===== src/rtl/mcif_read_ig_wrr_arb.sv =====
`default_nettype none
// ============================================================================
// Module   : mcif_read_ig_wrr_arb
// Purpose  : Weighted round-robin merge of MCIF read requests into one
//            registered valid/ready output stage.
// Revision : 1.0 - initial release
// ============================================================================
module mcif_read_ig_wrr_arb #(
  parameter int NUM_SRC = 10,
  parameter int PD_W    = 75,
  parameter int WT_W    = 8,
  parameter int ID_W    = 4
) (
  input  logic                      nvdla_core_clk,
  input  logic                      nvdla_core_rst,
  input  logic [NUM_SRC-1:0]        src_vld,
  output logic [NUM_SRC-1:0]        src_rdy,
  input  logic [NUM_SRC*PD_W-1:0]   src_pd,
  input  logic [NUM_SRC*WT_W-1:0]   reg2dp_rd_weight,
  output logic                      arb_out_vld,
  input  logic                      arb_out_rdy,
  output logic [PD_W-1:0]           arb_out_pd,
  output logic [ID_W-1:0]           arb_out_id
);

  localparam int CW = WT_W + 1;

  logic [NUM_SRC-1:0][CW-1:0] credit_q, credit_d;
  logic [ID_W-1:0]            last_gnt_q, last_gnt_d;
  logic                       out_vld_q, out_vld_d;
  logic [PD_W-1:0]            out_pd_q, out_pd_d;
  logic [ID_W-1:0]            out_id_q, out_id_d;

  logic [NUM_SRC-1:0]         elig;
  logic                       load;
  logic                       gnt_found;
  logic [ID_W-1:0]            gnt_idx;
  logic                       do_refill;

  for (genvar gi = 0; gi < NUM_SRC; gi++) begin : g_elig
    assign elig[gi] = src_vld[gi] && (credit_q[gi] != '0);
  end

  assign load      = !out_vld_q || arb_out_rdy;
  assign do_refill = load && !(|elig) && (|src_vld);

  // Search starts just after the last winner and wraps, giving round-robin order.
  always_comb begin : p_gnt
    int idx;
    idx       = 0;
    gnt_found = 1'b0;
    gnt_idx   = '0;
    for (int k = 1; k <= NUM_SRC; k++) begin
      idx = (int'(last_gnt_q) + k) % NUM_SRC;
      if (!gnt_found && elig[idx]) begin
        gnt_found = 1'b1;
        gnt_idx   = ID_W'(idx);
      end
    end
  end

  always_comb begin
    src_rdy = '0;
    if (load && gnt_found && !nvdla_core_rst) begin
      src_rdy = NUM_SRC'(1) << gnt_idx;
    end
  end

  always_comb begin
    out_vld_d  = out_vld_q;
    out_pd_d   = out_pd_q;
    out_id_d   = out_id_q;
    credit_d   = credit_q;
    last_gnt_d = last_gnt_q;
    if (load) begin
      out_vld_d = gnt_found;
      if (gnt_found) begin
        out_pd_d           = src_pd[gnt_idx*PD_W +: PD_W];
        out_id_d           = gnt_idx;
        credit_d[gnt_idx]  = credit_q[gnt_idx] - CW'(1);
        last_gnt_d         = gnt_idx;
      end
    end
    // Weight w yields w+1 grants per round, so a zero weight never starves.
    if (do_refill) begin
      for (int j = 0; j < NUM_SRC; j++) begin
        credit_d[j] = CW'(reg2dp_rd_weight[j*WT_W +: WT_W]) + CW'(1);
      end
    end
  end

  always_ff @(posedge nvdla_core_clk) begin
    if (nvdla_core_rst) begin
      out_vld_q  <= 1'b0;
      out_pd_q   <= '0;
      out_id_q   <= '0;
      credit_q   <= '0;
      last_gnt_q <= ID_W'(NUM_SRC - 1);
    end else begin
      out_vld_q  <= out_vld_d;
      out_pd_q   <= out_pd_d;
      out_id_q   <= out_id_d;
      credit_q   <= credit_d;
      last_gnt_q <= last_gnt_d;
    end
  end

  assign arb_out_vld = out_vld_q;
  assign arb_out_pd  = out_pd_q;
  assign arb_out_id  = out_id_q;

endmodule
`default_nettype wire


===== config.mk =====
export PLATFORM = sky130hd
export DESIGN_NAME = mcif_read_ig_wrr_arb
export DESIGN_NICKNAME = d
export VERILOG_FILES = /design/src/rtl/mcif_read_ig_wrr_arb.sv
export SDC_FILE = /design/constraint.sdc
export NUM_CORES = 1
export LEC_CHECK = 0
export ABC_AREA = 1
export CORE_AREA = 5 5 363 365
export DETAILED_ROUTE_END_ITERATION = 6
export DIE_AREA = 0 0 368 370
export SETUP_SLACK_MARGIN = 0.05
export SKIP_LAST_GASP = 1
export SLEW_MARGIN = 25
export SYNTH_ARGS = -nofsm -noshare
export SYNTH_HDL_FRONTEND = slang
export SYNTH_SLANG_ARGS = --single-unit

===== constraint.sdc =====
create_clock -name nvdla_core_clk -period 7.27 [get_ports nvdla_core_clk]
set_clock_uncertainty 0.05 [all_clocks]
set_input_delay 1.8175 -clock nvdla_core_clk [delete_from_list [all_inputs] [get_ports nvdla_core_clk]]
set_output_delay 1.8175 -clock nvdla_core_clk [all_outputs]
set_load 0.02 [all_outputs]

==> metrics <==
first-pass GRT wire length 222000 um; R2R depth 30; RSZ-0062 raised after global routing false; Post-synth top flop dfxtp_1; core box area 0.1285 mm^2; IO Pins 933; Row Count 132; GRT Total Usage 23.72%; Post-DP HPWL 142800 um; Fmax 0.1428 GHz; Starting DRT DRC Count 3547; Crit Path Class input pin to output port; cts bufs inserted 17; YS warnings 0; kind of end point of the critical path output port; Vias 27230; Min Hold Slack 0.4280 ns; crit-path max FO 6; EDFF count, synth 0; largest net degree at the start of global routing 136; area growth from synthesis to layout 76.05%; CTS root buf clkbuf_16; Chip Width 368 um; syn nets 3801; status finished, final reports clean; Avg Cell Area, Syn 6.005 um^2; first-pass detailed-route iteration total 6; post-synthesis cell area 0.01751 mm^2; ys async rst share 0%; Yosys cell types 53; total wire length 170500 um; required time worst endpoint 5.40 ns; antenna violations before repair 130; max-slew violation count 0; final worst-path cycle share 96.30%; Clock Latency Late Sink 0.55 ns; port bufs 932; Starting Density 13.62%; total grt overflow 0; Die Y 370 um; Seq/Total Area, Yosys 19.67%; Final Hold Fails 0; Slew @ Worst Pin 0.9849 ns; H-tree levels 4; relative slew slack 34.34%; crit start category input pin; Cell Chain, Critical Path clkdlybuf4s50_1, nand3_1, nand2_2, nand3_1, nand3_1, nand3_1, nand2_4, nor2_4, buf_4, nand3_1, nand2_1, nor2_1, nand3_1, nand2_1, nand2_1, o21bai_4, nand3_2, buf_4, nor2_1, nand2_1, nor2_1, dlygate4sd2_1; number of synthesized register bits 172; CP arrival 5.13 ns; post-route ant nets 0; layout cell share with drive strength beyond 1 9.600%; DIE AREA 0.1362 mm^2; Fill cells 14430; Slowest cell on crit path clkdlybuf4s50_1; Clock Tree Buf Depth 2; Min-Delay Path Depth 2; CP top delay family simple AND/OR/NAND/NOR gates; Clock Pin Slew Worst Setup and Hold Paths 0.09 ns; CTS tree built; fin crit period 7.001 ns; crit path buf inv count 4; post-layout util 23.98%; vias in the first global route 25810; GP Congestion 0.9675; vias per std cell 4.860; CTS Sinks 172; hold crit path type register to register; Cells after Synth 2915; detailed-route DRC error count 0; Setup-failing EPs final 0; Worst path most repeated cell nand3_1; max incr delay on CP 0.57 ns; stages on the worst setup path 22; Max Cap Viol 0; # hold bufs at CTS 0; fin nets 4748; DR WL/cell 30.44 um
-- metrics by stage --
step,setup TNS [ns],setup WS [ns],instances,area [um^2]
2_1_floorplan,0,0.7572,2915,17510
3_3_place_gp,-0.3370,-0.1435,5508,29810
3_5_place_dp,-0.2305,-0.1010,5508,29810
4_1_cts,0,0.08141,5542,30460
5_1_grt,0,0.03037,5566,30730
6_report,0,0.2688,5602,30820
-- registers in the layout (all words and copies together) (netlist names) --
signal / cells
arb_out_id: 2
last_gnt_q: 4
credit_q: 90
arb_out_vld: 1
arb_out_pd: 75
-- cells by family (layout without fill, tap and decap cells) --
family / after synthesis / after routing / synth area share (%)
adders and majority gates: 43 / 43 / 3.073
buffers and inverters: 357 / 1317 / 8.141
other: 0 / 52 / 0
and+or+nand+nor: 1531 / 1531 / 39.58
DFF: 172 / 172 / 19.67
AOI/OAI and AO/OA: 743 / 743 / 25.76
xor gates and xnor gates: 69 / 69 / 3.774
-- routing by layer --
| layer | track usage (%) | share of wire (%) | vias up |
|---|---|---|---|
| met2 | 35.59 | 42 | 1712 |
| met4 | 7.779 | 3.6 | 68 |
| met1 | 30.79 | 42 | 12960 |
| met3 | 9.751 | 12 | 277 |
| li1 | - | - | 12210 |
| met5 | 0 | 0.25 | - |
-- worst reg2reg max path, delay by kind of cell, from the launching register on --
kind                       cells  cell delay [ns]
buffers and inverters         10             2.17
and+or+nand+nor               15             2.01
AOI/OAI and AO/OA              4             0.96
DFF                            1             0.42
adders and majority gates      1             0.29
-- Yosys cell counts (18+ instances only) --
master | instances | area share [%]
a21oi_1 | 225 | 6.4
a22oi_1 | 228 | 9.8
a31oi_1 | 86 | 3.1
buf_2 | 24 | 0.69
clkbuf_1 | 143 | 3.1
dfxtp_1 | 172 | 20
ha_1 | 43 | 3.1
inv_1 | 142 | 3.0
inv_2 | 18 | 0.39
nand2_1 | 696 | 15
nand2_2 | 20 | 0.71
nand3_1 | 549 | 16
nor2_1 | 148 | 3.2
nor3_1 | 20 | 0.57
o21ai_0 | 162 | 4.6
xor2_1 | 54 | 2.7
-- path summary, 6_finish.rpt --
path | slack (ns) | startpoint | endpoint
worst max register to register | 1.26 | last_gnt_q[0] | arb_out_pd[66]
worst max-delay path | 0.27 | src_vld[1] | src_rdy[5]
worst min-delay path | 0.43 | arb_out_id[0] | arb_out_id[0]
worst min register to register | 0.43 | arb_out_id[0] | arb_out_id[0]
-- cell usage in the layout (no fill, tap or decap), types with 4 or more instances in the layout --
| cell | n |
|---|---|
| a21oi_1 | 224 |
| a221oi_1 | 8 |
| a22oi_1 | 228 |
| a31oi_1 | 86 |
| buf_12 | 26 |
| buf_4 | 166 |
| clkbuf_16 | 17 |
| clkdlybuf4s50_1 | 918 |
| clkinv_8 | 4 |
| dfxtp_1 | 168 |
| diode_2 | 52 |
| dlygate4sd2_1 | 4 |
| ha_1 | 37 |
| ha_2 | 4 |
| inv_1 | 137 |
| inv_2 | 17 |
| inv_4 | 7 |
| inv_6 | 4 |
| nand2_1 | 684 |
| nand2_2 | 31 |
| nand2_4 | 8 |
| nand3_1 | 544 |
| nand3_2 | 12 |
| nand3b_1 | 11 |
| nand4_1 | 17 |
| nor2_1 | 142 |
| nor2_2 | 15 |
| nor2_4 | 6 |
| nor3_1 | 19 |
| nor3b_1 | 8 |
| nor4_1 | 17 |
| o211ai_1 | 6 |
| o21ai_0 | 160 |
| o21ai_1 | 11 |
| o21ai_2 | 10 |
| o22ai_1 | 5 |
| xnor2_1 | 8 |
| xor2_1 | 51 |
| xor2_2 | 6 |
-- cell type report --
type,instances,area [um^2],share of cell area [%]
Timing Repair Buffer,1119,11040,35.83
Tap cell,1675,2096,6.800
Clock inverter,15,182.7,0.5927
Inverter,166,655.6,2.127
Multi-Input combinational cell,2386,12830,41.64
Sequential cell,172,3453,11.21
Clock buffer,17,425.4,1.380
Antenna cell,52,130.1,0.4222
-- timing repair --
item                                    4_1_cts  5_1_grt
pin swaps                                     1        8
endpoints found under the setup margin        6       10
resized for setup                            15       52
setup buffers                                 2        8
endpoints found under the hold margin         0        0
Power is not shown: default switching activity piles up to over one toggle a cycle in this logic, so the estimate is an artifact.
